**src/rtl/ifc_buffer_reader_pkg.sv**
```systemverilog
// ifc_defs: shared FSM encodings and default geometry for the IFC buffer and its reader.
package ifc_defs;
    typedef enum logic [2:0] {
        IDLE  = 3'd0,
        FETCH = 3'd1,
        LATCH = 3'd2,
        SHIFT = 3'd3,
        GAP   = 3'd4
    } state_t;
    localparam int DEF_DATA_WIDTH  = 16;
    localparam int DEF_BUFFER_SIZE = 10;
    localparam int DEF_CLK_DIV     = 4;
endpackage

```
**src/rtl/ifc_buffer_reader_bit_timer.sv**
```systemverilog
// ifc_bit_timer: phase counter 0..CLK_DIV-1, restarted by start; flags the ser_clk rise point and bit end.
module ifc_bit_timer
    import ifc_defs::*;
#(
    parameter int CLK_DIV = DEF_CLK_DIV
) (
    input  logic clk,
    input  logic rst_n,
    input  logic start,
    output logic half_tick,
    output logic bit_tick
);
    localparam int PW = $clog2(CLK_DIV);

    logic [PW-1:0] phase_q, phase_d;

    assign half_tick = phase_q == PW'(CLK_DIV / 2 - 1);
    assign bit_tick  = phase_q == PW'(CLK_DIV - 1);

    always_comb phase_d = (start || bit_tick) ? '0 : phase_q + PW'(1);

    always_ff @(posedge clk or negedge rst_n) begin
        if (!rst_n) phase_q <= '0;
        else        phase_q <= phase_d;
    end
endmodule

```
**src/rtl/ifc_buffer_reader.sv**
```systemverilog
// ifc_buffer_reader: tracks IFC buffer occupancy, fetches words and shifts them out MSB-first on a framed serial link.
// Define IFC_TX_PARITY_EN to append an even-parity bit after the LSB of every word.
module ifc_buffer_reader
    import ifc_defs::*;
#(
    parameter int DATA_WIDTH  = DEF_DATA_WIDTH,
    parameter int BUFFER_SIZE = DEF_BUFFER_SIZE,
    parameter int CLK_DIV     = DEF_CLK_DIV
) (
    input  logic                               clk,
    input  logic                               rst_n,
    input  logic                               wr_strobe,
    output logic                               rd_en,
    input  logic [DATA_WIDTH-1:0]              rd_data,
    input  logic                               tx_enable,
    input  logic                               ovf_clr,
    output logic                               ser_clk,
    output logic                               ser_data,
    output logic                               ser_frame,
    output logic [$clog2(BUFFER_SIZE+1)-1:0]   level,
    output logic                               overflow,
    output logic                               busy
);
    localparam int LW = $clog2(BUFFER_SIZE + 1);
`ifdef IFC_TX_PARITY_EN
    localparam int NB = DATA_WIDTH + 1;
`else
    localparam int NB = DATA_WIDTH;
`endif
    localparam int BW = $clog2(NB);

    state_t        state_q, state_d;
    logic [NB-1:0] sh_q, sh_d, load;
    logic [BW-1:0] bit_q, bit_d;
    logic [LW-1:0] level_q, level_d;
    logic          ovf_q, ovf_d, ser_clk_q, ser_clk_d, ser_frame_q, ser_frame_d;
    logic          half_tick, bit_tick, full;

`ifdef IFC_TX_PARITY_EN
    assign load = {rd_data, ^rd_data};
`else
    assign load = rd_data;
`endif

    assign rd_en     = state_q == FETCH;
    assign busy      = state_q != IDLE;
    assign full      = level_q == LW'(BUFFER_SIZE);
    assign level     = level_q;
    assign overflow  = ovf_q;
    assign ser_clk   = ser_clk_q;
    assign ser_frame = ser_frame_q;
    // Bits shift out of the top and zeros fill in, so the line idles low once a word is done.
    assign ser_data  = sh_q[NB-1];

    ifc_bit_timer #(.CLK_DIV(CLK_DIV)) u_timer (
        .clk       (clk),
        .rst_n     (rst_n),
        .start     (state_q == LATCH),
        .half_tick (half_tick),
        .bit_tick  (bit_tick)
    );

    always_comb begin
        state_d = state_q;
        sh_d    = sh_q;
        bit_d   = bit_q;
        case (state_q)
            IDLE:  if (tx_enable && level_q != '0) state_d = FETCH;
            FETCH: state_d = LATCH;
            LATCH: begin
                state_d = SHIFT;
                sh_d    = load;
                bit_d   = '0;
            end
            SHIFT: if (bit_tick) begin
                sh_d    = {sh_q[NB-2:0], 1'b0};
                bit_d   = bit_q + BW'(1);
                state_d = (bit_q == BW'(NB - 1)) ? GAP : SHIFT;
            end
            GAP:     if (bit_tick) state_d = IDLE;
            default: state_d = IDLE;
        endcase
        ser_frame_d = state_d == SHIFT;
        // Low for the first half of each bit period, high for the second half.
        ser_clk_d   = state_q == SHIFT && state_d == SHIFT && (half_tick || (ser_clk_q && !bit_tick));
        level_d     = level_q;
        if (wr_strobe && !rd_en && !full) level_d = level_q + LW'(1);
        else if (rd_en && !wr_strobe)     level_d = level_q - LW'(1);
        ovf_d       = (wr_strobe && !rd_en && full) || (ovf_q && !ovf_clr);
    end

    always_ff @(posedge clk or negedge rst_n) begin
        if (!rst_n) begin
            state_q     <= IDLE;
            sh_q        <= '0;
            bit_q       <= '0;
            level_q     <= '0;
            ovf_q       <= 1'b0;
            ser_clk_q   <= 1'b0;
            ser_frame_q <= 1'b0;
        end else begin
            state_q     <= state_d;
            sh_q        <= sh_d;
            bit_q       <= bit_d;
            level_q     <= level_d;
            ovf_q       <= ovf_d;
            ser_clk_q   <= ser_clk_d;
            ser_frame_q <= ser_frame_d;
        end
    end
endmodule
```
**config.mk**
```make
export PLATFORM = sky130hd
export DESIGN_NAME = ifc_buffer_reader
export DESIGN_NICKNAME = d
export VERILOG_FILES = /design/src/rtl/ifc_buffer_reader_pkg.sv /design/src/rtl/ifc_buffer_reader_bit_timer.sv /design/src/rtl/ifc_buffer_reader.sv
export SDC_FILE = /design/constraint.sdc
export NUM_CORES = 1
export LEC_CHECK = 0
export BUFFER_PORTS_ARGS = -buffer_cell sky130_fd_sc_hd__buf_2
export CELL_PAD_IN_SITES_DETAIL_PLACEMENT = 1
export CELL_PAD_IN_SITES_GLOBAL_PLACEMENT = 2
export CORE_MARGIN = 8
export CORE_UTILIZATION = 34
export CTS_BUF_LIST = sky130_fd_sc_hd__clkbuf_16
export DETAILED_ROUTE_END_ITERATION = 8
export GPL_TIMING_DRIVEN = 0
export PLACE_DENSITY_LB_ADDON = 0.1
export SLEW_MARGIN = 20
export SYNTH_ARGS = -nofsm -noshare
export SYNTH_HDL_FRONTEND = slang
export SYNTH_HIERARCHICAL = 1
export SYNTH_SLANG_ARGS = --single-unit
```
**constraint.sdc**
```tcl
create_clock -name clk -period 2.75 [get_ports clk]
set_clock_uncertainty 0.05 [all_clocks]
set_input_delay 0.1375 -clock clk [delete_from_list [all_inputs] [get_ports clk]]
set_output_delay 0.1375 -clock clk [all_outputs]
set_load 0.005 [all_outputs]
```
== Yosys cells after proc, flatten, opt, wreduce, memory -nomap -nowiden ==
Index checks and enable logic that the tools add are counted.
Cells by class
  $add $sub $neg: 4
  multiplexer cells: 12
  reductions and logical operators: 23
  eq/ne operators: 10
Operators by type and width (number)
  16-bit case mux with 2 select lines: 1
  16-bit 2-to-1 mux: 1
  3-bit case mux with 5 select lines: 1
  3-bit 2-to-1 mux: 4
  4-bit 2-to-1 mux: 3
  3-bit by 2-bit == test with 1-bit output, second input constant: 3
  1-bit logical AND: 9
  4-bit by 1-bit adder with 4-bit output, second input constant: 2
  4-bit == test, second input constant: 2
  4-bit case mux with 2 select lines: 1
  1-bit zero test: 5
  2-bit nonzero test: 2
  4-bit nonzero test: 1
  4-bit by 1-bit subtractor with 4-bit output, second input constant: 1
  3-bit by 1-bit == test with 1-bit output, second input constant: 1
  3-bit == test, second input constant: 1
  3-bit zero test: 1
  1-bit logical OR: 3
  3-bit nonzero test: 1
  2-bit by 1-bit adder with 2-bit output, second input constant: 1
  2-bit by 1-bit == test with 1-bit output, second input constant: 1
  2-bit == test, second input constant: 1
  2-bit 2-to-1 mux: 1
  2-bit inequality test, second input constant: 1
  2-bit AND reduction: 1
Storage, ports and cells
  word-level logic and storage cells: 57
  bits of input ports: 21
  output and inout bits: 10
  register bits after elaboration: 32

== Depth between registers and ports, before layout ==
Gate-level depths: netlist of the first run.
  word-level depth: 7
  depth in mapped cells: 7
  gate-level depth less buffers: 7

== Cells and area by module ==
The synthesis of the first run kept the hierarchy.
By module, submodules not included
  ifc_buffer_reader: seq. area each 750.7 um^2, cells each 139, instances 1, area an instance 1483.9 um^2
  ifc_bit_timer: seq. area each 50.0 um^2, cells each 7, instances 1, area an instance 88.8 um^2

== Worst setup path after synthesis of the first run ==
Ideal clock, no wire load.
  path type: flip-flop to flip-flop
  start: reg state_q[1]
  end: reg level_q[3], in the netlist level[3]
  arrival: 2.195 ns
  clock period less this slack: 2.370 ns
  required time: 2.575 ns
  buffers on the path: 0
  stages on the path, launching flop included: 8
  path slack: 0.380 ns
  setup time: 0.125 ns
  cell sequence: dfrtp_1 or3b_4 nand3_1 ha_1 a21o_1 a21oi_1 mux2_4 mux2_4
On the way
  cells in the longest elaborated chain, start to end: 5
  elaborated cells between the ends (all ways): 7
  those cells by class: eq/ne (1); mux (1); reduce/logical (5)
RTL lines
  start, declared: line ifc_buffer_reader.sv:32  | state_t state_q, state_d;
  start signal, assigned: line ifc_buffer_reader.sv:102  | state_q <= state_d;
  3-bit by 1-bit == test with 1-bit output *: line ifc_buffer_reader.sv:45  | assign rd_en = state_q == FETCH;
  1-bit zero test: line ifc_buffer_reader.sv:87  | if (wr_strobe && !rd_en && !full) level_d = level_q + LW'(1);
  1-bit logical AND (2 in a row): line ifc_buffer_reader.sv:87
  4-bit 2-to-1 mux or 2-bit nonzero test (tied branches)
  end signal, assigned: line ifc_buffer_reader.sv:105  | level_q <= level_d;
  end, declared: line ifc_buffer_reader.sv:35  | logic [LW-1:0] level_q, level_d;
Every way passes the cells marked *; elsewhere a longest branch is shown, timed or not.
A chain may end at the register's enable or synchronous reset.

== Worst setup path in the final report of the first run ==
Same ends and word-level chain as after synthesis.

==> results of run 1 <==
Yosys cell counts:
cell	count	area, um^2
sky130_fd_sc_hd__and4_1	1	8.76
sky130_fd_sc_hd__and2b_1	1	7.51
sky130_fd_sc_hd__o41ai_1	1	8.76
sky130_fd_sc_hd__nand4bb_1	1	11.3
sky130_fd_sc_hd__a21oi_1	5	25.0
sky130_fd_sc_hd__mux2_2	2	22.5
sky130_fd_sc_hd__or2b_1	2	15.0
sky130_fd_sc_hd__xnor2_1	1	8.76
sky130_fd_sc_hd__mux2_4	2	30.0
sky130_fd_sc_hd__or3b_4	1	11.3
sky130_fd_sc_hd__a211oi_1	1	7.51
sky130_fd_sc_hd__or2_4	1	8.76
sky130_fd_sc_hd__nand3_1	4	20.0
sky130_fd_sc_hd__clkbuf_1	4	15.0
sky130_fd_sc_hd__nor3_1	3	15.0
sky130_fd_sc_hd__dfrtp_1	32	801
sky130_fd_sc_hd__o22ai_1	1	6.26
sky130_fd_sc_hd__or3_1	1	6.26
sky130_fd_sc_hd__o41a_1	1	11.3
sky130_fd_sc_hd__a21o_1	1	7.51
sky130_fd_sc_hd__o31ai_1	1	7.51
sky130_fd_sc_hd__mux2i_1	17	170
sky130_fd_sc_hd__inv_1	6	22.5
sky130_fd_sc_hd__fa_1	1	20.0
sky130_fd_sc_hd__o21ai_0	20	100
sky130_fd_sc_hd__xor2_1	2	17.5
sky130_fd_sc_hd__nand2_1	20	75.1
sky130_fd_sc_hd__ha_1	5	62.6
sky130_fd_sc_hd__nor2_1	3	11.3
sky130_fd_sc_hd__a22o_1	2	17.5
sky130_fd_sc_hd__a22oi_1	1	7.51
sky130_fd_sc_hd__a31oi_1	1	6.26
sky130_fd_sc_hd__buf_4	1	7.51
cell type report:
cell class,count,share of cell area
sequential,32,0.414
multi-input combinational,103,0.376
timing repair buffer,31,0.0828
clock buffer,5,0.0647
tap,52,0.0336
buffer,5,0.0116
inverter,6,0.0116
clock inverter,3,0.00582
power breakdown:
group,total [uW],switching [uW],internal (uW)
logic,249,105,144
clock network,505,180,324
registers,563,51.4,512
critical path: cells and delay by family, from the launching register on:
family | cells | cell delay, ns
simple gates | 2 | 0.66
mux | 2 | 0.58
compound gates | 2 | 0.46
flops | 1 | 0.46
fa+ha+maj | 1 | 0.28
registers in the layout, indices dropped and copies added, names as in the netlist:
name and cells:
ser_clk 1, u_timer/phase_q 2, ser_frame 1, bit_q 4, state_q 3, overflow 1, level 4, sh_q 16
metal layers:
metal | vias up | GRT usage | part of all wire
met5 | - | 0 | 0
met4 | 0 | 0.0471 | 0.016
met3 | 6 | 0.0391 | 0.053
met2 | 23 | 0.188 | 0.46
met1 | 591 | 0.133 | 0.47
li1 | 591 | - | -
worst paths after layout:
kind | from | to | slack (ns)
worst max register to register | state_q[1] | level[3] | 0.14
max in group asynchronous | rst_n | sh_q[6] | 1.76
min in group asynchronous | rst_n | bit_q[0] | 0.41
worst max-delay path | state_q[1] | level[3] | 0.14
worst min register to register | sh_q[9] | sh_q[9] | 0.43
worst min-delay path | ovf_clr | overflow | 0.01
repair_timing:
action                                  in CTS  in global routing
hold buffers                                 1                  0
endpoints found under the hold margin       32                  0
endpoints found under the setup margin       0                  0
logic make-up after synthesis:
family / after synthesis
AND/OR/NAND/NOR: 38
AO/OA/AOI/OAI: 35
flip-flops: 32
multiplexers: 21
buffers and inverters: 11
adder cells (fa/ha/maj): 6
XOR/XNOR: 3
through the flow:
| step | power [uW] | hold WS (ns) | utilization | setup slack (ns) | cell area [um^2] |
|---|---|---|---|---|---|
| 4_1_cts | 1350 | 0.00274 | 0.438 | 0.114 | 1930 |
| 3_5_place_dp | 827 | 0.205 | 0.405 | 0.125 | 1790 |
| 2_1_floorplan | 721 | -0.208 | - | 0.380 | 1570 |
| 5_1_grt | 1390 | 0.00675 | 0.438 | 0.0241 | 1930 |
| 6_report | 1320 | 0.0114 | 0.438 | 0.140 | 1930 |
| 3_3_place_gp | 801 | 0.186 | 0.405 | 0.241 | 1790 |
==> results summary, run 1 <==
After detailed routing, the number of vias per cell comes to 5.11. The synthesized net count came out at 173. The via count of the first global-routing pass is 1339. In the layout the commonest cells are sky130_fd_sc_hd__dfrtp_1 (32), sky130_fd_sc_hd__buf_2 (30), sky130_fd_sc_hd__o21ai_0 (20), sky130_fd_sc_hd__nand2_1 (20), sky130_fd_sc_hd__mux2i_1 (17). The fraction of synthesized cell area in xor and xnor cells is 0.0167. The flip-flop and latch count after synthesis came out at 32.

The dominant combinational cell family by area after synthesis is multiplexers. The post-CTS clock slew at the launch and capture registers of the worst setup and hold paths came out at 0.05 ns. Setup repair after global routing left no endpoint under its margin. TritonCTS created 5 clock buffers. The type of origin of the critical path is a flip-flop. Leaving out fill and tap cells, the most frequent cell in the layout is sky130_fd_sc_hd__dfrtp_1. For this run, the top clock speed supported by timing is 383 MHz.

The core region is 4410 um^2. In the final routed layout, each cell accounts on average for 16.3 um. The die area came out at 7060 um^2. Of the available clock period, the critical path in the final layout requires 0.949. Data on the critical path is required at its endpoint by 2.85 ns. After detailed routing, the total wire length is 3860 um. The final RePlAce weighted congestion came out at 0.793. The remaining max-slew budget at the tightest pin came out at 0.512. The fraction of final layout cells sized beyond drive strength 1 came out at 0.227. The post-cts gate resize count came out at 0. Clock latency on the worst-skew pair, taken at its later pin, is 0.27 ns. The longest clock path from root to sink contains 2 buffers. The post-synthesis adder-cell area fraction is 0.0525. The number of iterations in the first detailed-routing pass came out at 4. The count of pins over their slew limit came out at 0. The relative area change from synthesis to final layout came out at 23.0%. In this run, distinct cell masters in the synthesized netlist total 33. The final-report hold violation count came out at 0.

The cell with the biggest individual delay on the critical path is sky130_fd_sc_hd__dfrtp_1. The critical path in this run is classified as reg -> reg. The effective utilization at floorplan came out at 0.356.

After detailed routing, the number of remaining DRC violations is 0. The count of synthesis-stage warnings from yosys came out at 6. Clock tree synthesis selected as its root buffer the cell sky130_fd_sc_hd__clkbuf_16. The multiplexer share of the synthesized area is 0.142. The cell count after synthesis came out at 146. For the worst flop-to-flop path, the logic depth is 7. The initial antenna violation count came out at 0. The flow ran to the end, and the final reports show no timing, DRC or antenna violations.

The residual antenna-violating net count after detailed routing is 0. The multi-input gate area in the final layout came out at 727 um^2. The aggregate global-route resource usage came out at 0.115. Setup violations remaining at the end of the flow were counted as 0. The number of violations of the max-capacitance limit came out at 0. The final critical delay including setup and external delays is 2.61 ns. The maximum single-stage delay on the critical path is 0.46 ns.

Dividing total power by cell area gives a power density of 681 nW/um^2. The clock sink count came out at 32. The largest fanout on the critical path came out at 9. The total negative setup slack is 0 ns. The detailed router placed 1211 vias in this run.

During I/O placement, the number of pins put on the boundary was 31. The die span in y came out at 84.0 um. Traced cell by cell, the critical path runs through or3b_4 > nand3_1 > ha_1 > a21o_1 > a21oi_1 > mux2_4 > mux2_4. The worst setup path is captured at a flip-flop.

After filler insertion, the fill cell instance count of the layout stands at 508. The setup fix buffers added after clock tree synthesis is 0. The total congestion overflow after global routing came out at 0. The min-delay analysis places its worst path in the category in -> reg.

The largest net degree at the start of global routing came out at 33. The number of diodes added for antenna fixing is 0. The number of core rows is 24. The dominant cell type by count on the critical path is sky130_fd_sc_hd__mux2_4. Of the total synthesized cell area, the portion taken by AND, OR, NAND and NOR gates is 0.121.

The hold path depth is 2. The number of port buffers is 30. TritonCTS built the clock tree.

VDD sags by at most 0.258 mV. For this run, the register share of the synthesized area comes to 0.509. The transition at the pin with the smallest max-transition slack is 0.733 ns.

The arrival time reported for the critical path endpoint came out at 2.71 ns. Once placement completed, the tool counted placed cells totaling 228. The placed wire-length estimate came out at 2860 um. The global-route wire length before repair is 6580 um. The final instance count without filler cells is 237. The floorplan step set the die width to 84.0 um. The synthesized area divided by synthesized cell count came out at 10.8 um^2. The number of nets in the final layout is 211. The static leakage is 0.000880 uW.

The synthesized cell area came out at 1570 um^2. The share of the synthesized area in compound gates (AO/OA/AOI/OAI) is 0.130. CTS built an H-tree with a depth of 2. Registers take 801 um^2.

The violation count after the first detailed-route iteration is 34.
(Power assumes the default switching activity.)
==> run 2: changes to the inputs <==
Settings changed: PLACE_DENSITY_LB_ADDON 0.1 to 0.3.
==> run 2 against run 1 <==
  * Final area increased by 1.9%
  * Sequential power about the same
  * Combinational power about the same
  * Clock power increased by 21%
  * Sequential share of layout area decreased by 0.79 points
  * Fmax decreased by 0.55%
  * Hold slack improved by 0.048 ns
  * Global-route usage increased by 0.23 points
  * Worst setup slack got worse by 0.014 ns
  * Core utilization increased by 0.85 points
  * Power increased by 8.4%
  * Critical path type unchanged
  * Critical endpoint unchanged
==> results summary, run 2 (same netlist as run 1, synthesis figures left out) <==
After global routing, the most crowded layer is met2. The residual antenna-violating net count after detailed routing came out at 0. The type of origin of the critical path is a flip-flop.

The initial utilization of the core area, before any placement, comes to 0.356. For met2 alone, demand over resource in global routing was 0.207. The total negative setup slack came out at 0 ns. The critical path goes through or3b_4 > nand3_1 > ha_1 > a21o_1 > a21oi_1 > mux2_4 > mux2_4. The power per standard cell area is 724 nW/um^2. Setup violations remaining at the end of the flow were counted as 0. The worst setup path is captured at a flip-flop. The final-report hold violation count came out at 0. The timing-limited maximum frequency is 381 MHz.

The library cell used as clock root buffer is sky130_fd_sc_hd__clkbuf_16. The register with the most flip-flops in the layout has 16 of them. The clock network fraction of design power is 0.429. The relative area change from synthesis to final layout is 25.4%.

For the finished layout, the period the worst path requires is 2.62 ns. The remaining max-slew budget at the tightest pin came out at 0.505. The aggregate global-route resource usage is 0.117.

The library cell used most frequently in the layout, excluding fill and tap cells, is sky130_fd_sc_hd__dfrtp_1. The initial antenna violation count is 0. The analysis attributes to cell leakage a power of 0.000895 uW.

The post-CTS clock slew at the launch and capture registers of the worst setup and hold paths came out at 0.05 ns. The post-cts gate resize count came out at 0. The met1 routing resource usage after global routing came out at 0.128. The final core area utilization is 0.447. In the global route stage, met3 resource usage came out at 0.0439. The via count is 1236. The total congestion overflow after global routing came out at 0.

The global-route wire length before repair is 6820 um. The cell depth of the worst flop-to-flop path came out at 7. The clock latency at the later pin of the worst-skew pair is 0.27 ns. In the final routed layout, each cell accounts on average for 16.5 um. The count of filler cells inserted in the layout is 502. The total non-filler cell area in the finished layout is 1970 um^2.

The post-route fraction of the period consumed by the critical path is 0.954. The startpoint identified for the worst hold timing path is rd_data[0]. The number of diodes added for antenna fixing came out at 0. The first detailed-routing pass took 4 iterations. The combinational group share of total power came out at 0.177. After layout, the design draws a total of 1430 uW. The hold path depth is 2. The via count of the first global-routing pass is 1428.

After the last flow step, the layout net total stands at 212. Routability-driven placement finished with a final weighted congestion of 0.721. In this run the worst path has a maximum fanout of 9. The critical path in this run is classified as reg -> reg.

The clock sink count came out at 32. In this run the critical register-to-register path is launched from state_q[1]. The transition at the pin with the smallest max-transition slack came out at 0.743 ns. The critical path data required time came out at 2.85 ns. Summed over all nets, the switching power comes to 349 uW. The run finished with clean final reports. The net switching fraction of the power came out at 0.245. For this run, design rule violations remaining after detail routing come to 0. The worst reg-to-reg setup slack is 0.13 ns.

The die area is 7060 um^2. Leaving out fill and tap cells, the most frequent cells in the layout are sky130_fd_sc_hd__dfrtp_1 (32), sky130_fd_sc_hd__buf_2 (30), sky130_fd_sc_hd__o21ai_0 (20), sky130_fd_sc_hd__nand2_1 (20), sky130_fd_sc_hd__mux2i_1 (17). TritonCTS built the clock tree. The largest net degree at the start of global routing is 33. The maximum clock insertion buffer count came out at 2. For hold timing, the worst endpoint is sh_q[0]. The share of power burned in registers is 0.395. Ranked by flip-flop count, first place goes to sh_q. In this design, the largest share of critical-path delay is due to simple AND/OR/NAND/NOR gates. Setup repair after global routing left no endpoint under its margin.

Input and output buffers added on the ports amount to 30. The core region area came out at 4410 um^2. The number of buffer and inverter instances along the worst setup path is 0.

Max-cap violations in this run came to 0. The total length of routed wires is 3920 um. The worst supply voltage drop on vdd came out at 0.406 mV. The most numerous cell type found on the critical path is sky130_fd_sc_hd__mux2_4. The largest individual stage delay along the critical path comes from the cell sky130_fd_sc_hd__dfrtp_1. Summed over all nets, the half-perimeter wirelength after detailed placement is 2930 um.

From bottom edge to top edge, the die measures 84.0 um. The floorplan has 24 rows. The maximum single-stage delay on the critical path is 0.46 ns. The tightest min-delay check is of the in -> reg type.

The top-level port count is 31. CTS built an H-tree with a depth of 2. The violation count after the first detailed-route iteration came out at 67. The die is 84.0 um wide. The vias per cell came out at 5.19.

The fraction of final layout cells sized beyond drive strength 1 is 0.237. The cell area reported after detailed placement came out at 1790 um^2. The total clock buffers created by CTS is 5. Data on the critical path arrives at its endpoint at 2.73 ns. The count of pins over their slew limit came to 0. The worst register-to-register path ends at level[3]. Cell internal power was estimated by the tool at 1080 uW.
run 2: changes by cell type in the layout (fill, tap and decap cells not counted), sizes merged:
cell and change:
bufinv +1, dlygate4sd3 +1, inv -1
run 2: per-layer routing:
metal | vias to the layer above | wire length (um) | part of all wire
li1 | 594 | - | -
met1 | 615 | 1680 | 0.43
met2 | 25 | 2010 | 0.51
met3 | 2 | 215 | 0.055
met4 | 0 | 19 | 0.0048
met5 | - | 0 | 0
run 2: area by class of cell:
class / instances / area (um^2) / share of cell area
Sequential cell: 32 / 801 / 0.406
Multi-Input combinational cell: 103 / 727 / 0.369
Timing Repair Buffer: 32 / 170 / 0.0863
Clock buffer: 5 / 125 / 0.0635
Tap cell: 52 / 65.1 / 0.0330
Clock inverter: 3 / 38.8 / 0.0197
Buffer: 5 / 22.5 / 0.0114
Inverter: 6 / 22.5 / 0.0114
run 2: power groups by stage:
stage	combinational [uW]	clock, uW	sequential (uW)
global route	286	653	573
CTS	261	629	565
floorplan	154	0	567
finish	252	612	563
detailed placement	258	0	573
global placement	236	0	567
run 2: what timing repair did:
action,4_1_cts,5_1_grt
hold endpoints to repair,33,0
hold buffers,2,0
buffers inserted,0,0
run 2: worst reg2reg max path: cells and delay by family (launching register included):
family,cells,cell delay (ns)
AND/OR/NAND/NOR,2,0.66
multiplexers,2,0.60
flip-flops,1,0.46
AO/OA/AOI/OAI,2,0.45
adder cells (fa/ha/maj),1,0.29
run 2: per-stage QoR:
step	cells	hold slack [ns]	setup WS, ns
after floorplan	146	-0.208	0.380
after global placement	228	0.183	0.237
after detailed placement	228	0.195	0.131
after CTS	238	0.0613	0.109
after global routing	238	0.0738	0.0272
final	238	0.0594	0.126
run 2: how the worst max path moves through the flow:
stage | startpoint | end | depth (start not counted)
after detailed placement | state_q[1] | level[3] | 7
after global placement | state_q[1] | level[3] | 7
after floorplan | state_q[1] | level[3] | 7
after global routing | state_q[1] | level[3] | 7
after CTS | state_q[1] | level[3] | 7
final | state_q[1] | level[3] | 7
